### src/rtl/alu_pipe_seq_if.sv
// Handshake and operand/result bundle for alu_pipe_seq.
// The master side is the operand fetch / writeback stage; the slave side is the ALU.
interface alu_pipe_seq_if #(
    parameter int unsigned WIDTH = 32
);
    logic             in_valid;
    logic             in_ready;
    logic [WIDTH-1:0] operandA;
    logic [WIDTH-1:0] operandB;
    logic [3:0]       command;
    logic             out_valid;
    logic             out_ready;
    logic [WIDTH-1:0] result;
    logic             carryout;
    logic             zero;
    logic             overflow;
    logic             illegal;

    modport master (
        output in_valid, operandA, operandB, command, out_ready,
        input  in_ready, out_valid, result, carryout, zero, overflow, illegal
    );

    modport slave (
        input  in_valid, operandA, operandB, command, out_ready,
        output in_ready, out_valid, result, carryout, zero, overflow, illegal
    );
endinterface

### src/rtl/alu_pipe_seq.sv
// Registered ALU with valid/ready handshakes, shifts and a WIDTH-cycle shift-add multiply.
// Only one operation is in flight at a time; the output register holds under backpressure.
module alu_pipe_seq #(
    parameter int unsigned WIDTH  = 32,
    parameter int unsigned MUL_EN = 1
) (
    input  logic          clk,
    input  logic          reset_n,
    alu_pipe_seq_if.slave bus
);
    localparam int unsigned SHW = $clog2(WIDTH);
    localparam int unsigned MSB = WIDTH - 1;
    localparam logic [SHW-1:0] LastCnt = SHW'(WIDTH - 1);

    typedef enum logic [1:0] {StIdle, StMul, StHold} state_e;

    state_e state_q, state_d;

    logic in_ready_c, out_valid_c;
    logic accept, is_mul, mul_done;

    logic [WIDTH-1:0]   a_q;
    logic [2*WIDTH-1:0] p_q, p_d;
    logic [WIDTH:0]     mul_sum;
    logic [SHW-1:0]     cnt_q;

    logic [WIDTH-1:0] result_q, result_d;
    logic             carry_q, carry_d, zero_q, zero_d, ovf_q, ovf_d, ill_q, ill_d;
    logic             out_we;

    logic [WIDTH-1:0] alu_res;
    logic             alu_c, alu_ov, alu_ill;
    logic [WIDTH:0]   wide;
    logic [SHW-1:0]   shamt;

    assign is_mul   = (bus.command == 4'd8) && (MUL_EN != 0);
    assign accept   = bus.in_valid && in_ready_c;
    assign mul_done = (state_q == StMul) && (cnt_q == LastCnt);
    assign shamt    = bus.operandB[SHW-1:0];

    always_comb begin
        alu_res = '0;
        alu_c   = 1'b0;
        alu_ov  = 1'b0;
        alu_ill = 1'b0;
        wide    = '0;
        case (bus.command)
            4'd0: begin
                wide    = {1'b0, bus.operandA} + {1'b0, bus.operandB};
                alu_res = wide[WIDTH-1:0];
                alu_c   = wide[WIDTH];
                alu_ov  = (bus.operandA[MSB] == bus.operandB[MSB]) &&
                          (alu_res[MSB] != bus.operandA[MSB]);
            end
            4'd1: begin
                wide    = {1'b0, bus.operandA} + {1'b0, ~bus.operandB} + {{WIDTH{1'b0}}, 1'b1};
                alu_res = wide[WIDTH-1:0];
                alu_c   = wide[WIDTH];
                alu_ov  = (bus.operandA[MSB] != bus.operandB[MSB]) &&
                          (alu_res[MSB] != bus.operandA[MSB]);
            end
            4'd2: alu_res = bus.operandA ^ bus.operandB;
            4'd3: alu_res = {{(WIDTH-1){1'b0}}, $signed(bus.operandA) < $signed(bus.operandB)};
            4'd4: alu_res = bus.operandA & bus.operandB;
            4'd5: alu_res = ~(bus.operandA & bus.operandB);
            4'd6: alu_res = ~(bus.operandA | bus.operandB);
            4'd7: alu_res = bus.operandA | bus.operandB;
            4'd8: alu_ill = (MUL_EN == 0);
            // Extra guard bit on the shifted side captures the last bit shifted out.
            4'd9: begin
                wide    = {1'b0, bus.operandA} << shamt;
                alu_res = wide[WIDTH-1:0];
                alu_c   = wide[WIDTH];
            end
            4'd10: begin
                wide    = {bus.operandA, 1'b0} >> shamt;
                alu_res = wide[WIDTH:1];
                alu_c   = wide[0];
            end
            4'd11: begin
                wide    = $signed({bus.operandA, 1'b0}) >>> shamt;
                alu_res = wide[WIDTH:1];
                alu_c   = wide[0];
            end
            default: alu_ill = 1'b1;
        endcase
    end

    // Upper half accumulates A when the current multiplier bit is set, then everything shifts right.
    always_comb begin
        mul_sum = {1'b0, p_q[2*WIDTH-1:WIDTH]} + (p_q[0] ? {1'b0, a_q} : '0);
        p_d     = {mul_sum, p_q[WIDTH-1:1]};
    end

    always_comb begin
        out_we   = 1'b0;
        result_d = result_q;
        carry_d  = carry_q;
        zero_d   = zero_q;
        ovf_d    = ovf_q;
        ill_d    = ill_q;
        if (mul_done) begin
            out_we   = 1'b1;
            result_d = p_d[WIDTH-1:0];
            carry_d  = 1'b0;
            ovf_d    = |p_d[2*WIDTH-1:WIDTH];
            ill_d    = 1'b0;
        end else if (accept && !is_mul) begin
            out_we   = 1'b1;
            result_d = alu_res;
            carry_d  = alu_c;
            ovf_d    = alu_ov;
            ill_d    = alu_ill;
        end
        zero_d = out_we ? (result_d == '0) : zero_q;
    end

    always_ff @(posedge clk or negedge reset_n) begin
        if (!reset_n) begin
            state_q <= StIdle;
        end else begin
            state_q <= state_d;
        end
    end

    always_comb begin
        state_d = state_q;
        case (state_q)
            StIdle: if (accept) state_d = is_mul ? StMul : StHold;
            StMul:  if (mul_done) state_d = StHold;
            StHold: begin
                if (bus.out_ready) begin
                    if (accept) state_d = is_mul ? StMul : StHold;
                    else        state_d = StIdle;
                end
            end
            default: state_d = StIdle;
        endcase
    end

    always_comb begin
        in_ready_c  = 1'b0;
        out_valid_c = 1'b0;
        case (state_q)
            StIdle: in_ready_c = 1'b1;
            StMul:  in_ready_c = 1'b0;
            StHold: begin
                in_ready_c  = bus.out_ready;
                out_valid_c = 1'b1;
            end
            default: in_ready_c = 1'b0;
        endcase
    end

    always_ff @(posedge clk or negedge reset_n) begin
        if (!reset_n) begin
            a_q      <= '0;
            p_q      <= '0;
            cnt_q    <= '0;
            result_q <= '0;
            carry_q  <= 1'b0;
            zero_q   <= 1'b0;
            ovf_q    <= 1'b0;
            ill_q    <= 1'b0;
        end else begin
            if (accept && is_mul) begin
                a_q   <= bus.operandA;
                p_q   <= {{WIDTH{1'b0}}, bus.operandB};
                cnt_q <= '0;
            end else if (state_q == StMul) begin
                p_q   <= p_d;
                cnt_q <= cnt_q + SHW'(1);
            end
            if (out_we) begin
                result_q <= result_d;
                carry_q  <= carry_d;
                zero_q   <= zero_d;
                ovf_q    <= ovf_d;
                ill_q    <= ill_d;
            end
        end
    end

    assign bus.in_ready  = in_ready_c;
    assign bus.out_valid = out_valid_c;
    assign bus.result    = result_q;
    assign bus.carryout  = carry_q;
    assign bus.zero      = zero_q;
    assign bus.overflow  = ovf_q;
    assign bus.illegal   = ill_q;
endmodule

### src/flat_wrapper.sv
// flat-port wrapper written by rule: the top's interface ports become plain ports
module alu_pipe_seq_flat 
#(
    parameter int unsigned WIDTH  = 32,
    parameter int unsigned MUL_EN = 1
)
  (clk, reset_n, bus_in_valid, bus_operandA, bus_operandB, bus_command, bus_out_ready, bus_in_ready, bus_out_valid, bus_result, bus_carryout, bus_zero, bus_overflow, bus_illegal);
  alu_pipe_seq_if #(.WIDTH(WIDTH)) bus_i ();
  input  logic clk;
  input  logic reset_n;
  input wire logic [$bits(bus_i.in_valid)-1:0] bus_in_valid;
  input wire logic [$bits(bus_i.operandA)-1:0] bus_operandA;
  input wire logic [$bits(bus_i.operandB)-1:0] bus_operandB;
  input wire logic [$bits(bus_i.command)-1:0] bus_command;
  input wire logic [$bits(bus_i.out_ready)-1:0] bus_out_ready;
  output wire logic [$bits(bus_i.in_ready)-1:0] bus_in_ready;
  output wire logic [$bits(bus_i.out_valid)-1:0] bus_out_valid;
  output wire logic [$bits(bus_i.result)-1:0] bus_result;
  output wire logic [$bits(bus_i.carryout)-1:0] bus_carryout;
  output wire logic [$bits(bus_i.zero)-1:0] bus_zero;
  output wire logic [$bits(bus_i.overflow)-1:0] bus_overflow;
  output wire logic [$bits(bus_i.illegal)-1:0] bus_illegal;
  assign bus_i.in_valid = bus_in_valid;
  assign bus_i.operandA = bus_operandA;
  assign bus_i.operandB = bus_operandB;
  assign bus_i.command = bus_command;
  assign bus_i.out_ready = bus_out_ready;
  assign bus_in_ready = bus_i.in_ready;
  assign bus_out_valid = bus_i.out_valid;
  assign bus_result = bus_i.result;
  assign bus_carryout = bus_i.carryout;
  assign bus_zero = bus_i.zero;
  assign bus_overflow = bus_i.overflow;
  assign bus_illegal = bus_i.illegal;
  alu_pipe_seq #(.WIDTH(WIDTH), .MUL_EN(MUL_EN)) u_core (.clk(clk), .reset_n(reset_n), .bus(bus_i));
endmodule
### config.mk
export PLATFORM = sky130hd
export DESIGN_NAME = alu_pipe_seq_flat
export DESIGN_NICKNAME = d
export VERILOG_FILES = /design/src/rtl/alu_pipe_seq_if.sv /design/src/rtl/alu_pipe_seq.sv /design/src/flat_wrapper.sv
export SDC_FILE = /design/constraint.sdc
export NUM_CORES = 1
export LEC_CHECK = 0
export BUFFER_PORTS_ARGS = -buffer_cell sky130_fd_sc_hd__buf_2
export CORE_ASPECT_RATIO = 0.75
export CORE_MARGIN = 4
export CORE_UTILIZATION = 35
export CTS_CLUSTER_SIZE = 28
export DETAILED_ROUTE_END_ITERATION = 7
export GPL_ROUTABILITY_DRIVEN = 0
export PLACE_DENSITY = 0.53
export SLEW_MARGIN = 20
export SYNTH_ARGS = -nofsm -noshare
export SYNTH_HDL_FRONTEND = slang
export SYNTH_SLANG_ARGS = --single-unit
### constraint.sdc
create_clock -name clk -period 4.1 [get_ports clk]
set_input_delay 0.82 -clock clk [delete_from_list [all_inputs] [get_ports clk]]
set_output_delay 0.82 -clock clk [all_outputs]
set_load 0.05 [all_outputs]
==> flow_summary.toml, run 1 <==
[placement]
dpl_worst_slack_ns = -0.8850
dp_hpwl_mm = 75.96
placed_cells = 3578
port_buffers = 109

[setup_path]
cp-endpoint = "u_core.bus.zero"
crit_arrival_ns = 4.52
worst_setup_path_end_kind = "flop"
worstPathMaxFanout = 12
worstSetupStartpoint = "bus_operandB[0]"
crit_required_ns = 4.45
start_kind = "input port"
critPathKind = "in -> reg"
timing.rr.start = "u_core.p_q[0]"
r2r-end = "u_core.bus.overflow"
rrSetupSlack_ns = 0.12
reg2regPathDepth = 17

[timing]
fmax_mhz = 240.0
finClkSkew_ns = 0.01175
slew_violations = 0
period_share_pct = 101.6
hold_viol = 0
min_period_ns = 4.167
fin_ws_ns = -0.06709
tightestPinTransition_ns = 1.004
setup_viol_count_final = 1
slew_headroom_pct = 32.18
grt_setup_unrepaired = "true"

[logic_synthesis]
synth_ff_type = "dfrtp_1"
synth_top_area_share_pct = 18.65
synth_cell_types = 101
ys_seq_area_share_pct = 18.65
synth_nets = 2559
syn-cell-area_um2 = 18650
ys_seq_elements = 139
syn_inst = 2353
async_flop_share_pct = 100.0
yosys_warnings = 0
yosys.area.top_type = "dfrtp_1"
postSynthAreaPerCell_um2 = 7.926
synth_edf_count = 0
synthTopCellsByArea = "dfrtp_1 19%, ha_1 8.8%, mux4_2 5.6%, nand2_1 5.6%, o21ai_0 4.5%"

[routing]
drtIter0Drc = 3466
first_pass_iters = 8
drt_wl_total_mm = 94.08
ant_nets = 0
vias = 22620
drc = 0
viasPerCell = 6.244
wl_per_cell_um = 25.98

[grt]
grt_usage_pct = 31.66
antenna_found_initial = 5
grt_pass1_wl_mm = 138.0
grt_remaining_overflow = 0
grt_max_degree = 86
grt_pass1_vias = 21530

[clock_tree]
clk_pin_slew_ns = 0.07
cts_sinks = 139
cts.path.max_buffers = 2
cts_tree = "built"
cts_hold_buffers = 0
htreeDepth = 4
clkLatencyLatePin_ns = 0.45
cts_inserted_buffers = 17
cts_root_buf = "clkbuf_16"

[final_layout]
layout-drive-gt1-share_pct = 32.45
area_growth_pct = 34.05
stdcell_count = 3622
nets = 3108
final_util_pct = 47.93

[power_and_ir_drop]
power_density_nw_per_um2 = 356.1
power_mw = 8.902
vdd_drop_max_v = 0.0002481
leakagePower_nw = 11.71

[run]
drv_cap = 0

[status]
status = "complete, but fails checks"
violations = "setup timing"

[floorplan]
io_pins = 110
die_y_um = 207.9
design.core.area_um2 = 52160
dieArea_um2 = 57080
core.rowCount = 72
initial_core_util_pct = 35.76
chipWidth_um = 274.6

[hold_path]
hold_path.class = "in -> async"
==> cells by family after synthesis <==
| logic type | Yosys count | synth area share (%) |
|---|---|---|
| XOR/XNOR | 67 | 3.146 |
| buffers and inverters | 304 | 7.084 |
| AO/OA/AOI/OAI | 747 | 27.85 |
| flip-flops | 139 | 18.65 |
| multiplexers | 187 | 14.01 |
| AND/OR/NAND/NOR | 775 | 20.15 |
| adder cells (fa/ha/maj) | 134 | 9.110 |
==> placed cells by master, fill, tap and decap left out, drive strengths merged, types with 19 or more instances in the layout <==
master  synthesis  routed
a31oi          20      20
nand3          74      74
nor2b          25      25
a21o           33      33
a221oi         22      22
xor2           23      23
o211ai         37      37
mux2           53      53
a211oi         38      38
mux2i          83      83
dfrtp         139     139
xnor2          44      44
a22oi          57      57
nand4          23      23
nor2          146     146
nand2b         24      24
and2           46      46
inv           122     128
mux4           51      51
nand2         276     276
ha            131     131
buf            65     710
a21oi         128     128
nor3           50      50
and3           19      19
o21ai         174     174
==> layout make-up <==
| class | count | area [um^2] |
|---|---|---|
| Clock buffer | 18 | 439.2 |
| Timing Repair Buffer | 711 | 5290 |
| Sequential cell | 139 | 3480 |
| Clock inverter | 14 | 135.1 |
| Multi-Input combinational cell | 1910 | 14290 |
| Antenna cell | 4 | 10.01 |
| Tap cell | 703 | 879.6 |
| Fill cell | 5119 | 27160 |
| Inverter | 123 | 476.7 |
==> worst min path at each step <==
stage | start | endpoint | slack [ns] | depth (start not counted)
detailed placement | u_core.a_q[17] | u_core.a_q[17] | 0.46 | 2
floorplan | u_core.a_q[0] | u_core.a_q[0] | 0.44 | 2
global placement | u_core.bus.result[10] | u_core.bus.result[10] | 0.46 | 2
global route | reset_n | u_core.a_q[27] | 0.47 | 1
CTS | reset_n | u_core.a_q[27] | 0.45 | 1
finish | reset_n | u_core.a_q[27] | 0.41 | 1
==> flip-flops by register name, summed over array words and instances (netlist names), 2 cells and up <==
signal	count
u_core.p_q	64
u_core.a_q	32
u_core.bus.result	32
u_core.cnt_q	5
u_core.state_q	2
==> critical path, stage by stage <==
cell and delay [ns]:
buf_4 0.11, buf_12 0.15, buf_12 0.16, mux4_2 0.56
buf_4 0.17, o22ai_2 0.19, a211o_1 0.17, a31oi_1 0.16
o21ai_2 0.29, buf_4 0.18, o211ai_1 0.14, nor3_2 0.38
o2111ai_1 0.19, nor4b_2 0.29, buf_4 0.19, nand4_1 0.11
o41ai_2 0.22
==> where the power goes <==
part | switching (mW) | total [mW] | internal [mW]
Clock | 0.682 | 1.55 | 0.863
Combinational | 2.99 | 5.18 | 2.19
Sequential | 0.373 | 2.17 | 1.80
==> layer usage <==
| layer | track usage, % | routed length [um] | up-vias |
|---|---|---|---|
| met2 | 44.16 | 37850 | 1569 |
| met4 | 14.09 | 5004 | 4 |
| met1 | 45.08 | 39150 | 10850 |
| met3 | 9.019 | 12050 | 266 |
| li1 | - | - | 9928 |
| met5 | 0 | 27 | - |
==> cells in the mapped netlist, types with 37 or more instances <==
| master | number |
|---|---|
| xnor2_1 | 44 |
| nand2_1 | 276 |
| o21ai_0 | 167 |
| inv_1 | 120 |
| nor2_1 | 146 |
| a21oi_1 | 128 |
| nand3_1 | 74 |
| dfrtp_1 | 139 |
| mux2i_1 | 83 |
| mux2_2 | 45 |
| nor3_1 | 50 |
| o211ai_1 | 37 |
| clkbuf_1 | 113 |
| and2_1 | 46 |
| a22oi_1 | 57 |
| ha_1 | 131 |
| mux4_2 | 46 |
==> timing repair <==
action,in CTS,in global routing
cloned,1,0
pin swaps,2,25
buffers inserted,1,6
resized for setup,26,65
endpoints found under the setup margin,2,7
==> stage by stage <==
stage | hold slack, ns | TNS (ns) | cell area [um^2]
6_report | 0.4108 | -0.06709 | 25000
5_1_grt | 0.4726 | -0.1432 | 25000
4_1_cts | 0.4505 | 0 | 24650
3_5_place_dp | 0.4627 | -2.534 | 23940
3_3_place_gp | 0.4582 | -2.241 | 23940
2_1_floorplan | 0.4418 | -0.01979 | 18830
Power figures use the tool's default switching activity.
==> run 2, diff against run 1 <==
CORE_MARGIN = 3   (was 4)
PLACE_DENSITY = 0.55   (was 0.53)
clock period = 3.6 ns   (was 4.1 ns; I/O delays follow)
==> run 2 against run 1 <==
Effect of this change:
- the flow still finishes with violations (setup timing)
- sequential power is 16% higher
- utilization rose by 3.7 points
- design area grew 7.6%
- die area is 1.7% lower
- first-iteration DRC count down 4.3%
- register-to-register slack got worse by 0.38 ns
- combinational power increased by 29%
- final cell count grew 5.0%
- worst hold slack got worse by 0.12 ns
- critical path type unchanged
- largest cell class unchanged
- largest power group unchanged
==> flow_summary.toml, run 2 (synthesis gave the netlist of run 1 again) <==
[grt]
grt_pass1_vias = 22480
antenna_found_initial = 2
grt_max_degree = 76
grt_use_met3_pct = 9.958
busiest_layer = "met2"
grt_remaining_overflow = 0
grt_pass1_wl_mm = 143.1
use_met1_pct = 47.05
grt_usage_pct = 33.71
grt_util_met2_pct = 48.11

[clock_tree]
cts_tree = "built"
cts_root_buf = "clkbuf_16"
cts_hold_buffers = 0
cts_inserted_buffers = 17
clkLatencyLatePin_ns = 0.43
cts.path.max_buffers = 2
clk_pin_slew_ns = 0.07
cts_sinks = 139
htreeDepth = 4

[routing]
drc = 0
first_pass_iters = 7
drt_wl_total_mm = 97.32
vias = 23640
ant_nets = 0
wl_per_cell_um = 25.59
viasPerCell = 6.215
drtIter0Drc = 3317

[timing]
tightestPinTransition_ns = 1.003
slew_headroom_pct = 33.08
fin_ws_ns = -0.4760
hold_viol = 0
fmax_mhz = 245.3
period_share_pct = 113.2
min_period_ns = 4.076
whs_ns = 0.2909
finClkSkew_ns = 0.01746
slew_violations = 0
grt_setup_unrepaired = "true"
setup_viol_count_final = 4

[setup_path]
start_kind = "input port"
worstPathMaxFanout = 14
worstSetupStartpoint = "bus_operandB[0]"
reg2regPathDepth = 17
r2r-end = "u_core.bus.zero"
worst_setup_path_end_kind = "flop"
cp-endpoint = "u_core.bus.zero"
rrSetupSlack_ns = -0.26
critPathKind = "in -> reg"
crit_required_ns = 3.93
timing.rr.start = "u_core.cnt_q[0]"
crit_arrival_ns = 4.41

[placement]
placed_cells = 3740
port_buffers = 109
dp_hpwl_mm = 78.57

[power_and_ir_drop]
power_mw = 11.08
leakagePower_nw = 12.68
power_density_nw_per_um2 = 411.8
vdd_drop_max_v = 0.0003162

[hold_path]
hold_path.class = "in -> async"

[final_layout]
nets = 3292
area_growth_pct = 44.24
layout-drive-gt1-share_pct = 38.08
layout_common_cells = "761 x buf_4, 274 x nand2_1, 147 x o21ai_0, 141 x nor2_1, 138 x dfrtp_1"
mostFrequentLayoutCell = "buf_4"
top_register = "u_core.p_q"
largest_reg_flops = 64
stdcell_count = 3803

[floorplan]
chipWidth_um = 272.6
die_y_um = 205.9
initial_core_util_pct = 35.82
io_pins = 110
dieArea_um2 = 56120
core.rowCount = 72
design.core.area_um2 = 52070

[status]
status = "complete, but fails checks"
violations = "setup timing"

[run]
drv_cap = 0
[run 2: through the flow]
step | setup slack (ns) | setup TNS (ns) | area (um^2) | util [%]
global placement | -1.612 | -10.53 | 25210 | 48.42
global route | -0.4635 | -1.365 | 26900 | 51.66
floorplan | -0.4198 | -0.8575 | 18830 | -
finish | -0.4760 | -0.8201 | 26900 | 51.66
CTS | -0.2480 | -0.4589 | 26500 | 50.90
detailed placement | -1.684 | -10.88 | 25220 | 48.44
[run 2: final cells by class]
class                   count  area [um^2]
diodes                      1        2.502
clock buffers              20        456.7
clock inverters            12        161.4
fillers                  5036        25170
inverters                 123        476.7
multi-input cells        1910        14700
flip-flops and latches    139         3480
well taps                 703        879.6
repair buffers            895         6746
[run 2: worst min-delay path by stage]
stage                                startpoint                    end  slack (ns)  cells after the start
after floorplan                         reset_n          u_core.a_q[0]        0.42                      0
after global placement    u_core.bus.result[22]  u_core.bus.result[22]        0.46                      1
after detailed placement  u_core.bus.result[10]  u_core.bus.result[10]        0.46                      2
after CTS                               reset_n         u_core.a_q[27]        0.33                      1
after global routing                    reset_n         u_core.a_q[27]        0.34                      1
final                                   reset_n         u_core.a_q[27]        0.29                      1
[run 2: metal layers]
metal	routed length, um	vias up
li1	-	10270
met1	40560	11420
met2	38850	1628
met3	12630	319
met4	5278	2
met5	8	-
[run 2: critical path, cell delays in order]
cell and delay [ns]:
buf_12 0.12, buf_12 0.15, buf_6 0.17, inv_1 0.26, buf_4 0.25, mux2i_1 0.33
buf_4 0.17, o31a_1 0.13, a31oi_1 0.15, o21ai_4 0.31, o211ai_1 0.24, nor3_4 0.30
o2111ai_2 0.21, nor4b_4 0.37, nand4_1 0.26, o41ai_2 0.26
[run 2: report_power, final]
part / internal [mW] / total, mW / switching [mW]
clock network: 1.13 / 1.88 / 0.743
registers: 2.05 / 2.52 / 0.466
logic: 3.02 / 6.68 / 3.66
total: 6.21 / 11.1 / 4.87
[run 2: repair_timing]
| action | 4_1_cts | 5_1_grt |
|---|---|---|
| gates resized for setup | 107 | 67 |
| cloned | 2 | 0 |
| pin swaps | 44 | 32 |
| endpoints found under the setup margin | 11 | 14 |
| setup buffers | 20 | 11 |
